[src/rtl/multisub_seq_ctrl.sv]
// Word-serial wide subtractor: drives one (N+1)-bit slice per clock, LS word first,
// chaining the borrow through a register, and reports result, borrow, overflow and zero.

module multisub_slice #(
   parameter int unsigned SW = 4
) (
   input  logic [SW-1:0] i_x,
   input  logic [SW-1:0] i_y,
   input  logic          i_brw,
   output logic [SW-1:0] o_d,
   output logic          o_brw
);

   // Ripple-borrow subtract; the borrow out of the top bit leaves the slice.
   always_comb begin : p_ripple
      logic v_b;
      v_b = i_brw;
      o_d = '0;
      for (int i = 0; i < int'(SW); i++) begin
         o_d[i] = i_x[i] ^ i_y[i] ^ v_b;
         v_b    = (~i_x[i] & i_y[i]) | (~(i_x[i] ^ i_y[i]) & v_b);
      end
      o_brw = v_b;
   end

endmodule

module multisub_seq_ctrl #(
   parameter int unsigned N     = 3,
   parameter int unsigned WORDS = 4
) (
   input  logic                       clk,
   input  logic                       rst_n,
   input  logic                       start,
   input  logic                       abort,
   input  logic [(N+1)*WORDS-1:0]     a,
   input  logic [(N+1)*WORDS-1:0]     b,
   input  logic                       b_in,
   output logic                       busy,
   output logic                       done,
   output logic [(N+1)*WORDS-1:0]     res,
   output logic                       b_out,
   output logic                       ovf,
   output logic                       zero
);

   localparam int unsigned SW    = N + 1;
   localparam int unsigned W     = SW * WORDS;
   localparam int unsigned IDX_W = (WORDS > 1) ? $clog2(WORDS) : 1;

   typedef enum logic [1:0] {S_IDLE, S_RUN, S_DONE} state_t;

   state_t             r_state, w_state_nxt;
   logic [W-1:0]       r_a, w_a_nxt;
   logic [W-1:0]       r_b, w_b_nxt;
   logic               r_brw, w_brw_nxt;
   logic [IDX_W-1:0]   r_idx, w_idx_nxt;
   logic [W-1:0]       r_work, w_work_nxt;
   logic               w_busy_nxt, w_done_nxt, w_bout_nxt, w_ovf_nxt, w_zero_nxt;
   logic [W-1:0]       w_res_nxt;

   logic [SW-1:0]      w_x, w_y, w_d;
   logic               w_slice_brw;
   logic [W-1:0]       w_merged;

   assign w_x = r_a[32'(r_idx) * SW +: SW];
   assign w_y = r_b[32'(r_idx) * SW +: SW];

   multisub_slice #(.SW(SW)) u_slice (
      .i_x   (w_x),
      .i_y   (w_y),
      .i_brw (r_brw),
      .o_d   (w_d),
      .o_brw (w_slice_brw)
   );

   // Working value with the current slice result merged in.
   always_comb begin
      w_merged = r_work;
      w_merged[32'(r_idx) * SW +: SW] = w_d;
   end

   // Next-state and next-register values.
   always_comb begin
      w_state_nxt = r_state;
      w_a_nxt     = r_a;
      w_b_nxt     = r_b;
      w_brw_nxt   = r_brw;
      w_idx_nxt   = r_idx;
      w_work_nxt  = r_work;
      w_busy_nxt  = busy;
      w_done_nxt  = 1'b0;
      w_res_nxt   = res;
      w_bout_nxt  = b_out;
      w_ovf_nxt   = ovf;
      w_zero_nxt  = zero;

      unique case (r_state)
         S_IDLE: begin
            if (start && !abort) begin
               w_a_nxt     = a;
               w_b_nxt     = b;
               w_brw_nxt   = b_in;
               w_idx_nxt   = '0;
               w_work_nxt  = '0;
               w_busy_nxt  = 1'b1;
               w_state_nxt = S_RUN;
            end
         end
         S_RUN: begin
            if (abort) begin
               w_busy_nxt  = 1'b0;
               w_state_nxt = S_IDLE;
            end else begin
               w_work_nxt = w_merged;
               w_brw_nxt  = w_slice_brw;
               w_idx_nxt  = r_idx + IDX_W'(1);
               if (r_idx == IDX_W'(WORDS - 1)) begin
                  w_res_nxt   = w_merged;
                  w_bout_nxt  = w_slice_brw;
                  w_ovf_nxt   = (r_a[W-1] != r_b[W-1]) && (w_merged[W-1] != r_a[W-1]);
                  w_zero_nxt  = (w_merged == '0);
                  w_busy_nxt  = 1'b0;
                  w_done_nxt  = 1'b1;
                  w_state_nxt = S_DONE;
               end
            end
         end
         S_DONE: begin
            w_state_nxt = S_IDLE;
         end
         default: begin
            w_state_nxt = S_IDLE;
            w_busy_nxt  = 1'b0;
         end
      endcase
   end

   // State and output registers.
   always_ff @(posedge clk or negedge rst_n) begin
      if (!rst_n) begin
         r_state <= S_IDLE;
         r_a     <= '0;
         r_b     <= '0;
         r_brw   <= 1'b0;
         r_idx   <= '0;
         r_work  <= '0;
         busy    <= 1'b0;
         done    <= 1'b0;
         res     <= '0;
         b_out   <= 1'b0;
         ovf     <= 1'b0;
         zero    <= 1'b0;
      end else begin
         r_state <= w_state_nxt;
         r_a     <= w_a_nxt;
         r_b     <= w_b_nxt;
         r_brw   <= w_brw_nxt;
         r_idx   <= w_idx_nxt;
         r_work  <= w_work_nxt;
         busy    <= w_busy_nxt;
         done    <= w_done_nxt;
         res     <= w_res_nxt;
         b_out   <= w_bout_nxt;
         ovf     <= w_ovf_nxt;
         zero    <= w_zero_nxt;
      end
   end

endmodule

[config.mk]
export PLATFORM = sky130hd
export DESIGN_NAME = multisub_seq_ctrl
export DESIGN_NICKNAME = d
export VERILOG_FILES = /design/src/rtl/multisub_seq_ctrl.sv
export SDC_FILE = /design/constraint.sdc
export NUM_CORES = 1
export LEC_CHECK = 0
export CAP_MARGIN = 0
export CORE_MARGIN = 1
export CORE_UTILIZATION = 35
export DETAILED_ROUTE_END_ITERATION = 10
export REMOVE_ABC_BUFFERS = 1
export SLEW_MARGIN = 20
export SYNTH_ARGS = -nofsm -noshare
export SYNTH_HDL_FRONTEND = slang
export SYNTH_SLANG_ARGS = --single-unit
[constraint.sdc]
create_clock -name clk -period 4.4 [get_ports clk]
set_input_delay 0.44 -clock clk [delete_from_list [all_inputs] [get_ports clk]]
set_output_delay 0.44 -clock clk [all_outputs]
set_load 0.01 [all_outputs]
==> results of run 1 <==
## critical path, delay by kind of cell (launching register included)
kind	cells	cell delay (ns)
adder cells (fa/ha/maj)	4	1.43
flip-flops	1	0.58
multiplexers	1	0.55
buffers and inverters	3	0.21
AO/OA/AOI/OAI	2	0.61
AND/OR/NAND/NOR	1	0.35
## kinds of logic (layout without fill, tap and decap cells)
family / count (synthesis) / in the layout
flip-flops: 74 / 74
multiplexers: 41 / 41
buffers and inverters: 28 / 94
adder cells (fa/ha/maj): 10 / 10
AND/OR/NAND/NOR: 69 / 69
AO/OA/AOI/OAI: 62 / 62
## registers in the layout, summed over array words and instances (netlist names)
| name | flops |
|---|---|
| r_brw | 1 |
| zero | 1 |
| r_idx | 2 |
| r_a | 16 |
| res | 16 |
| r_state | 2 |
| done | 1 |
| r_b | 16 |
| r_work | 16 |
| b_out | 1 |
| ovf | 1 |
| busy | 1 |
## cells in the final DEF, fill, tap and decap left out, types with 3 or more instances in the layout
| cell type | n |
|---|---|
| sky130_fd_sc_hd__nand3b_1 | 3 |
| sky130_fd_sc_hd__buf_4 | 4 |
| sky130_fd_sc_hd__nand2_1 | 18 |
| sky130_fd_sc_hd__ha_1 | 6 |
| sky130_fd_sc_hd__clkbuf_8 | 10 |
| sky130_fd_sc_hd__mux2_2 | 31 |
| sky130_fd_sc_hd__mux4_2 | 8 |
| sky130_fd_sc_hd__nor2_1 | 21 |
| sky130_fd_sc_hd__nor2b_1 | 6 |
| sky130_fd_sc_hd__dfrtp_1 | 74 |
| sky130_fd_sc_hd__a21oi_1 | 20 |
| sky130_fd_sc_hd__a22o_1 | 5 |
| sky130_fd_sc_hd__clkdlybuf4s50_1 | 56 |
| sky130_fd_sc_hd__inv_1 | 17 |
| sky130_fd_sc_hd__o21ai_0 | 15 |
| sky130_fd_sc_hd__fa_1 | 4 |
| sky130_fd_sc_hd__o32a_2 | 3 |
| sky130_fd_sc_hd__o21a_1 | 4 |
| sky130_fd_sc_hd__a31oi_1 | 3 |
| sky130_fd_sc_hd__o221ai_1 | 5 |
## final timing paths
kind	from	to	slack, ns	depth (start not counted)
hold / removal	rst_n	done$_DFF_PN0_	0.14	1
max in group asynchronous	rst_n	r_b[5]$_DFFE_PN0P_	3.26	2
setup / recovery	r_idx[0]$_DFFE_PN0P_	ovf$_DFFE_PN0P_	0.59	11
min in group clk	r_work[5]$_DFFE_PN0P_	r_work[5]$_DFFE_PN0P_	0.48	2
setup reg to reg	r_idx[0]$_DFFE_PN0P_	ovf$_DFFE_PN0P_	0.59	11
hold reg to reg	r_work[5]$_DFFE_PN0P_	r_work[5]$_DFFE_PN0P_	0.48	2
## metal layers
layer / vias to the layer above / part of all wire [%] / routed length [µm] / track usage (%)
met5: - / 0 / 0 / 0
li1: 1144 / - / - / -
met1: 1191 / 47 / 3439 / 21.82
met3: 15 / 4.8 / 350 / 4.036
met2: 60 / 46 / 3312 / 23.34
met4: 0 / 2.0 / 144 / 7.253
## metrics by stage
stage,worst slack (ns),utilization (%)
after CTS,0.5353,45.28
after global placement,0.6799,43.03
after detailed placement,0.5680,43.03
after floorplan,0.5105,-
final,0.5850,45.28
after global routing,0.4017,45.28
## report_power, final
group          total (mW)  leakage [nW]  internal (mW)  switching, mW
Combinational        1.20         0.774          0.574          0.622
Clock               0.584         0.109          0.333          0.251
Sequential           1.02         0.931          0.869          0.149
Total                2.80          1.81           1.78           1.02
## final cells by class
| type | count | share of cell area, % |
|---|---|---|
| inverters | 17 | 1.448 |
| clock inverters | 5 | 1.761 |
| repair buffers | 61 | 13.52 |
| flip-flops and latches | 74 | 42.03 |
| well taps | 133 | 3.777 |
| clock buffers | 11 | 3.209 |
| multi-input cells | 182 | 34.25 |
==> flow_results.org, run 1 <==
** STA
- Unrepaired setup endpoints after global routing :: false
- Post-route worst hold slack :: approximately 0.14 ns
- Across the routed clock network, the largest skew measured is slightly above 0.008 ns.
- The final number of max-transition violations was 0.
- Max Clk Rate :: 262.1 MHz
- The count of final hold-check violations is 0.
- In the finished design, the share of the clock period the worst path needs comes to 86.70%.
- The worst pin sits at a relative slew slack of 51.67%.
- Final setup viols :: 0
- Slew of the pin with the lowest slew margin :: 0.7249 ns
- Final period demand of the worst path :: 3.815 ns
- Sum of negative setup slack :: 0 ns

** Place
- Final RePlAce weighted congestion :: between 0.8 and 0.9
- Number of port buffers :: 57
- Standard cell area after detailed placement :: between 4000 and 5000 µm²
- Detailed placement ended at an HPWL of approximately 5 mm.
- Post-Place Cells :: 467

** Drt
- After detailed routing, the average wire length per cell comes to 15.00 µm.
- Number of remaining DRC errors :: 0
- Ratio of routed vias to standard cells :: 4.990
- The detail route stage leaves a number of antenna-violating nets equal to 0.
- The routed design has around 7.2 mm of wire.
- DR iter-0 viols :: 129
- Number of vias after detailed routing :: 2,410
- Number of iterations in the first detailed-routing pass :: 4

** Finish
- Excluding fillers, the count of instances in the completed layout stands at just under 500.
- Layout Nets :: 392
- Cells with a size suffix above 1 make up 20.29% of the layout.
- Fin area :: 4405 µm²
- The layout has roughly 950 filler cells.
- Compared with the post-synthesis result, the final layout area differs by 25.39%.
- Diodes inserted :: 0
- Multi-input logic area :: 1509 µm²
- Summing all flip-flop and latch instances after layout gives 1852 µm².

** Floorplan
- Vert. Die Dim :: slightly above 100 µm
- Horizontal die dimension :: 102.2 µm
- Area inside the core boundary :: 9729 µm²
- Starting density of the core :: 36.11%
- Total Die Area :: 10,440 µm²
- Pin placement for this block handled 58 I/O pins.
- The floorplan has 36 rows.

** Synthesis
- Of all cell types, the one taking the most synthesized area is sky130_fd_sc_hd__dfrtp_1.
- In this run, synthesis produced a sequential element count of 74.
- The cell area that synthesis handed to floorplanning was around 3500 µm².
- Of the post-synthesis cell area, the dominant cell type holds 52.71%.
- Among all cell types in the netlist, the one instantiated most often is sky130_fd_sc_hd__dfrtp_1.
- For this run, asynchronously set or reset flops after synthesis account for 100.0%.
- Xor and xnor fraction of the mapped netlist area :: 0%
- Area contributors post-synth :: sky130_fd_sc_hd__dfrtp_1 (53%), sky130_fd_sc_hd__mux2_2 (9.9%), sky130_fd_sc_hd__mux4_2 (5.1%)
- The synthesized netlist devotes 10.97% of its cell area to simple gates.
- Portion of netlist area occupied by mux cells :: 15.71%
- Proportion of synthesized chip area in sequential cells :: a little over half
- In the synthesized netlist the dominant register cell turns out to be sky130_fd_sc_hd__dfrtp_1.
- Share of the synthesized area in compound gates (AO/OA/AOI/OAI) :: 11.86%
- Main combinational cell family by area after synthesis :: multiplexers
- The netlist uses 43 different library cells.
- Of the total synthesized cell area, the portion taken by full adders, half adders and majority gates is 4.416%.
- Synthesis produced around 280 cells.
- Synthesized area per cell :: 12.37 µm²
- By count the netlist is led by sky130_fd_sc_hd__dfrtp_1 (74), sky130_fd_sc_hd__mux2_2 (31), sky130_fd_sc_hd__nor2_1 (21).
- During synthesis, Yosys emitted a total of 0 warnings.
- EDFF count, synth :: 0

** Worst setup path
- Endpoint kind of the worst setup timing path :: flip-flop
- Top cell by count, worst path :: sky130_fd_sc_hd__fa_1
- Data arrival time at the worst-slack endpoint :: approximately 4.1 ns
- Classification of the worst setup path :: reg -> reg
- Worst Path Max Fanout :: 7
- For this design, the slowest cell found on the critical path is sky130_fd_sc_hd__dfrtp_1.
- The critical path goes through mux4_2 -> inv_1 -> fa_1 -> inv_1 -> fa_1 -> fa_1 -> inv_1 -> fa_1 -> o32a_4 -> or3b_1 -> a31oi_1.
- STA puts the critical path data required time at around 4.7 ns.
- The worst setup path is launched from a flip-flop.
- Slowest Stage Delay on Critical Path :: ~0.58 ns

** Min path
- Type of the most critical hold path :: in -> async

** GRT
- For this run the aggregate overflow at the end of global routing stands at 0.
- Overall Global Routing Usage :: 15.79%
- Entering global routing, the biggest net connects 43 pins.
- The number of global-route vias before repair came to 2,430.
- The first global-routing pass estimated 12.36 mm of wire.
- Antenna violations before repair :: 0

** Clock tree
- The clock passes through at most 2 buffers.
- Clock tree synthesis selected as its root buffer the cell sky130_fd_sc_hd__clkbuf_8.
- Worst skew pair latency :: 0.35 ns
- The number of clock buffers added by TritonCTS is 9.
- TritonCTS clock tree :: done
- Cells resized by post-CTS repair :: 0
- Total of hold buffers inserted after clock tree synthesis :: 0
- Worst-path clk slew :: 0.08 ns
- For this design, the sink count on the clock tree is between 70 and 80.
- Number of levels in the clock H-tree :: 3
- Post-CTS Setup Repair Bufs :: 0

** Outcome
- The flow ran to the end, and the final reports show no timing, DRC or antenna violations.

** Pwr
- Power Dens Cells :: about 640 nW/µm²
- IR analysis of the VDD net gives a maximum drop of 0.0003034 V.
- Static leakage :: between 1.5 and 2 nW
- After layout, the design draws a total of 2.798 mW.

** Job
- Max-capacitance violation count :: 0
Note: power is estimated with default switching activity, not from simulation.
==> run 2, diff against run 1 <==
Settings changed: CAP_MARGIN 0 to 20, CORE_MARGIN 1 to 2.
==> flow_results.org, run 2 (same netlist as run 1, synthesis figures left out) <==
** Finish
- Fin area :: 4360 µm² (-1.0%)
- Fraction of final layout cells sized beyond drive strength 1 :: 19.94% (-0.34 points)
- Layout Nets :: 393 (+0.26%)
- Most common cell after layout, fill and taps aside :: sky130_fd_sc_hd__dfrtp_1
- Layout overhead on the synthesized area :: 24.11%
- Leaving out fill and tap cells, the most frequent cells in the layout are sky130_fd_sc_hd__dfrtp_1 (74), sky130_fd_sc_hd__clkdlybuf4s50_1 (56), sky130_fd_sc_hd__mux2_2 (31).
- Diodes inserted :: 0 (unchanged)

** GRT
- Leftover overflow at the end of global routing :: 0 (unchanged)
- Overall Global Routing Usage :: 14.54% (-1.3 points)
- The maximum number of pins on one net before global-route repair was 45 (+4.7%).
- Antenna violations before repair :: 0 (unchanged)
- Vias in the first global route :: 2,469 (+1.6%)
- Global-route wire length before repair :: 12.54 mm (+1.4%)

** STA
- Final setup viols :: 0 (unchanged)
- Tcrit/Tclk final :: 85.13% (-1.6 points)
- The post-route setup TNS came to 0 ns (unchanged).
- The timing-limited maximum frequency is 267.0 MHz (+1.9%).
- Max-slew violations :: 0 (unchanged)
- Slew of the pin with the lowest slew margin :: 0.5489 ns (-0.1760 ns)
- Slew Limit Headroom :: 63.41% (+12 points)
- The count of final hold-check violations came to 0 (unchanged).
- The final worst slack came to 0.6544 ns (+0.06939 ns).
- The post-route clock skew is 0.01162 ns (+0.003578 ns).
- Setup repair after global routing left no endpoint under its margin.
- Final period demand of the worst path :: 3.746 ns (-0.06940 ns)

** Worst setup path
- The worst path required time came to 4.68 ns (about the same).
- The most numerous cell type found on the critical path is sky130_fd_sc_hd__fa_1.
- The largest incremental delay on the critical path was 0.54 ns (-0.04 ns).
- Data arrival time at the worst-slack endpoint :: 4.02 ns (-0.07 ns)
- The buffers plus inverters on the worst setup path came to 3 (unchanged).
- Classification of the worst setup path :: reg -> reg
- The critical-path maximum fanout came to 7 (unchanged).
- The startpoint identified for the worst register-to-register timing path is r_idx[0]$_DFFE_PN0P_.
- Traced cell by cell, the critical path runs through mux4_2 -> inv_1 -> fa_1 -> inv_1 -> fa_1 -> fa_1 -> inv_1 -> fa_1 -> o32a_4 -> or3b_1 -> a31oi_1.
- Worst path slowest cell :: sky130_fd_sc_hd__mux4_2
- Tracing the worst setup path back leads to its startpoint at r_idx[0]$_DFFE_PN0P_.
- Family with the most delay on the worst path :: adder cells
- Endpoint kind of the worst setup timing path :: flip-flop
- Critical path startpoint category :: flip-flop

** Place
- Hpwl dp :: 5.096 mm (-0.47%)
- The number of port buffers is 57 (unchanged).
- Final RePlAce weighted congestion :: 0.7687 (-6.1%)
- Standard cell area after detailed placement :: 4194 µm² (+0.18%)
- The post-place setup slack is 0.6034 ns (+0.03543 ns).

** Clock tree
- Worst skew pair latency :: 0.35 ns (about the same)
- Clock buffer count from CTS :: 9 (unchanged)
- Worst-path clk slew :: 0.08 ns (about the same)
- The number of gates given a new drive strength after cts was 0 (unchanged).
- The post-CTS repair timing setup buffer count is 0 (unchanged).
- Total of hold buffers inserted after clock tree synthesis :: 0 (unchanged)
- Clock tree synthesis selected as its root buffer the cell sky130_fd_sc_hd__clkbuf_8.
- The total number of H-tree levels came to 3 (unchanged).
- The deepest clock path buffer count is 2 (unchanged).
- TritonCTS built the clock tree.
- The number of clock sinks was 74 (unchanged).

** Drt
- Top Metal Used :: met4
- Number of iterations in the first detailed-routing pass :: 4 (unchanged)
- The routed metal-1 wirelength came to 3.570 mm (+3.8%).
- Number of remaining DRC errors :: 0 (unchanged)
- The routed length per instance is 15.26 µm (+1.7%).
- The total number of vias is 2,416 (+0.25%).
- The post-route antenna net violation count came to 0 (unchanged).
- Final WL :: 7.388 mm (+1.9%)
- Met3 Routed Length :: 327 µm (-6.6%)
- The violation count after the first detailed-routing iteration came to 95 (-26%).
- Total met2 wirelength after detailed routing :: 3.389 mm (+2.3%)
- Ratio of routed vias to standard cells :: 4.992 (about the same)

** Pwr
- Peak supply drop :: 0.0003520 V (+16%)
- Static leakage :: 1.798 nW (-0.88%)
- Power Dens Cells :: 618.9 nW/µm² (-2.6%)

** Floorplan
- Area inside the core boundary :: 9774 µm² (+0.46%)
- The effective utilization at floorplan was 35.94% (-0.17 points).
- The die span in x was 104.2 µm (+2.0%).
- The row count came to 36 (unchanged).
- Total Die Area :: 10,860 µm² (+4.0%)
- Boundary Pins :: 58 (unchanged)
- The die extent in y was 104.2 µm (+2.0%).

** Outcome
- Status :: finished, final reports clean

** Min path
- The path class of the tightest hold or removal check is in -> async.

** Job
- Max-capacitance violation count :: 0 (unchanged)
-- run 2: cell count changes in the layout (fill, tap and decap cells not counted), sizes merged --
cell | before | now
clkinv | 2 | 3
clkinvlp | 1 | 0
buf | 5 | 6
clkbuf | 11 | 13
bufinv | 2 | 0
-- run 2: per-layer routing --
layer | vias to the layer above | global-route usage, %
met5 | - | 0
met4 | 0 | 4.633
met3 | 11 | 3.759
met2 | 62 | 22.51
met1 | 1192 | 20.06
li1 | 1151 | -
-- run 2: path summary, 6_finish.rpt --
check                                    endpoint  slack [ns]  depth (start not counted)
setup / recovery                  ovf$_DFFE_PN0P_        0.65                         11
hold / removal                res[11]$_DFFE_PN0P_        0.08                          1
setup reg to reg                  ovf$_DFFE_PN0P_        0.65                         11
hold reg to reg            r_work[13]$_DFFE_PN0P_        0.49                          2
max in group asynchronous       b_out$_DFFE_PN0P_        3.49                          2
min in group clk           r_work[13]$_DFFE_PN0P_        0.49                          2
-- run 2: layout make-up --
class	instances	area, µm²
fill	920	5414
clock inverter	3	15.01
timing repair buffer	62	605.6
tap	133	166.4
sequential	74	1852
inverter	17	63.81
clock buffer	13	148.9
multi-input combinational	182	1509
-- run 2: power breakdown --
part | total [mW] | internal, mW | switching [mW]
logic | 1.24 | 0.581 | 0.654
clock network | 0.464 | 0.218 | 0.245
registers | 1.00 | 0.870 | 0.130
total | 2.70 | 1.67 | 1.03
-- run 2: per-stage QoR --
stage               std cells  utilization, %  hold slack (ns)  power (mW)
finish                    484           44.61          0.08468       2.699
global route              484           44.61           0.1223       2.876
CTS                       484           44.59           0.2811       2.719
detailed placement        468           42.91           0.4702       2.254
global placement          468           42.91           0.4614       2.236
floorplan                 273               -           0.1444       1.760
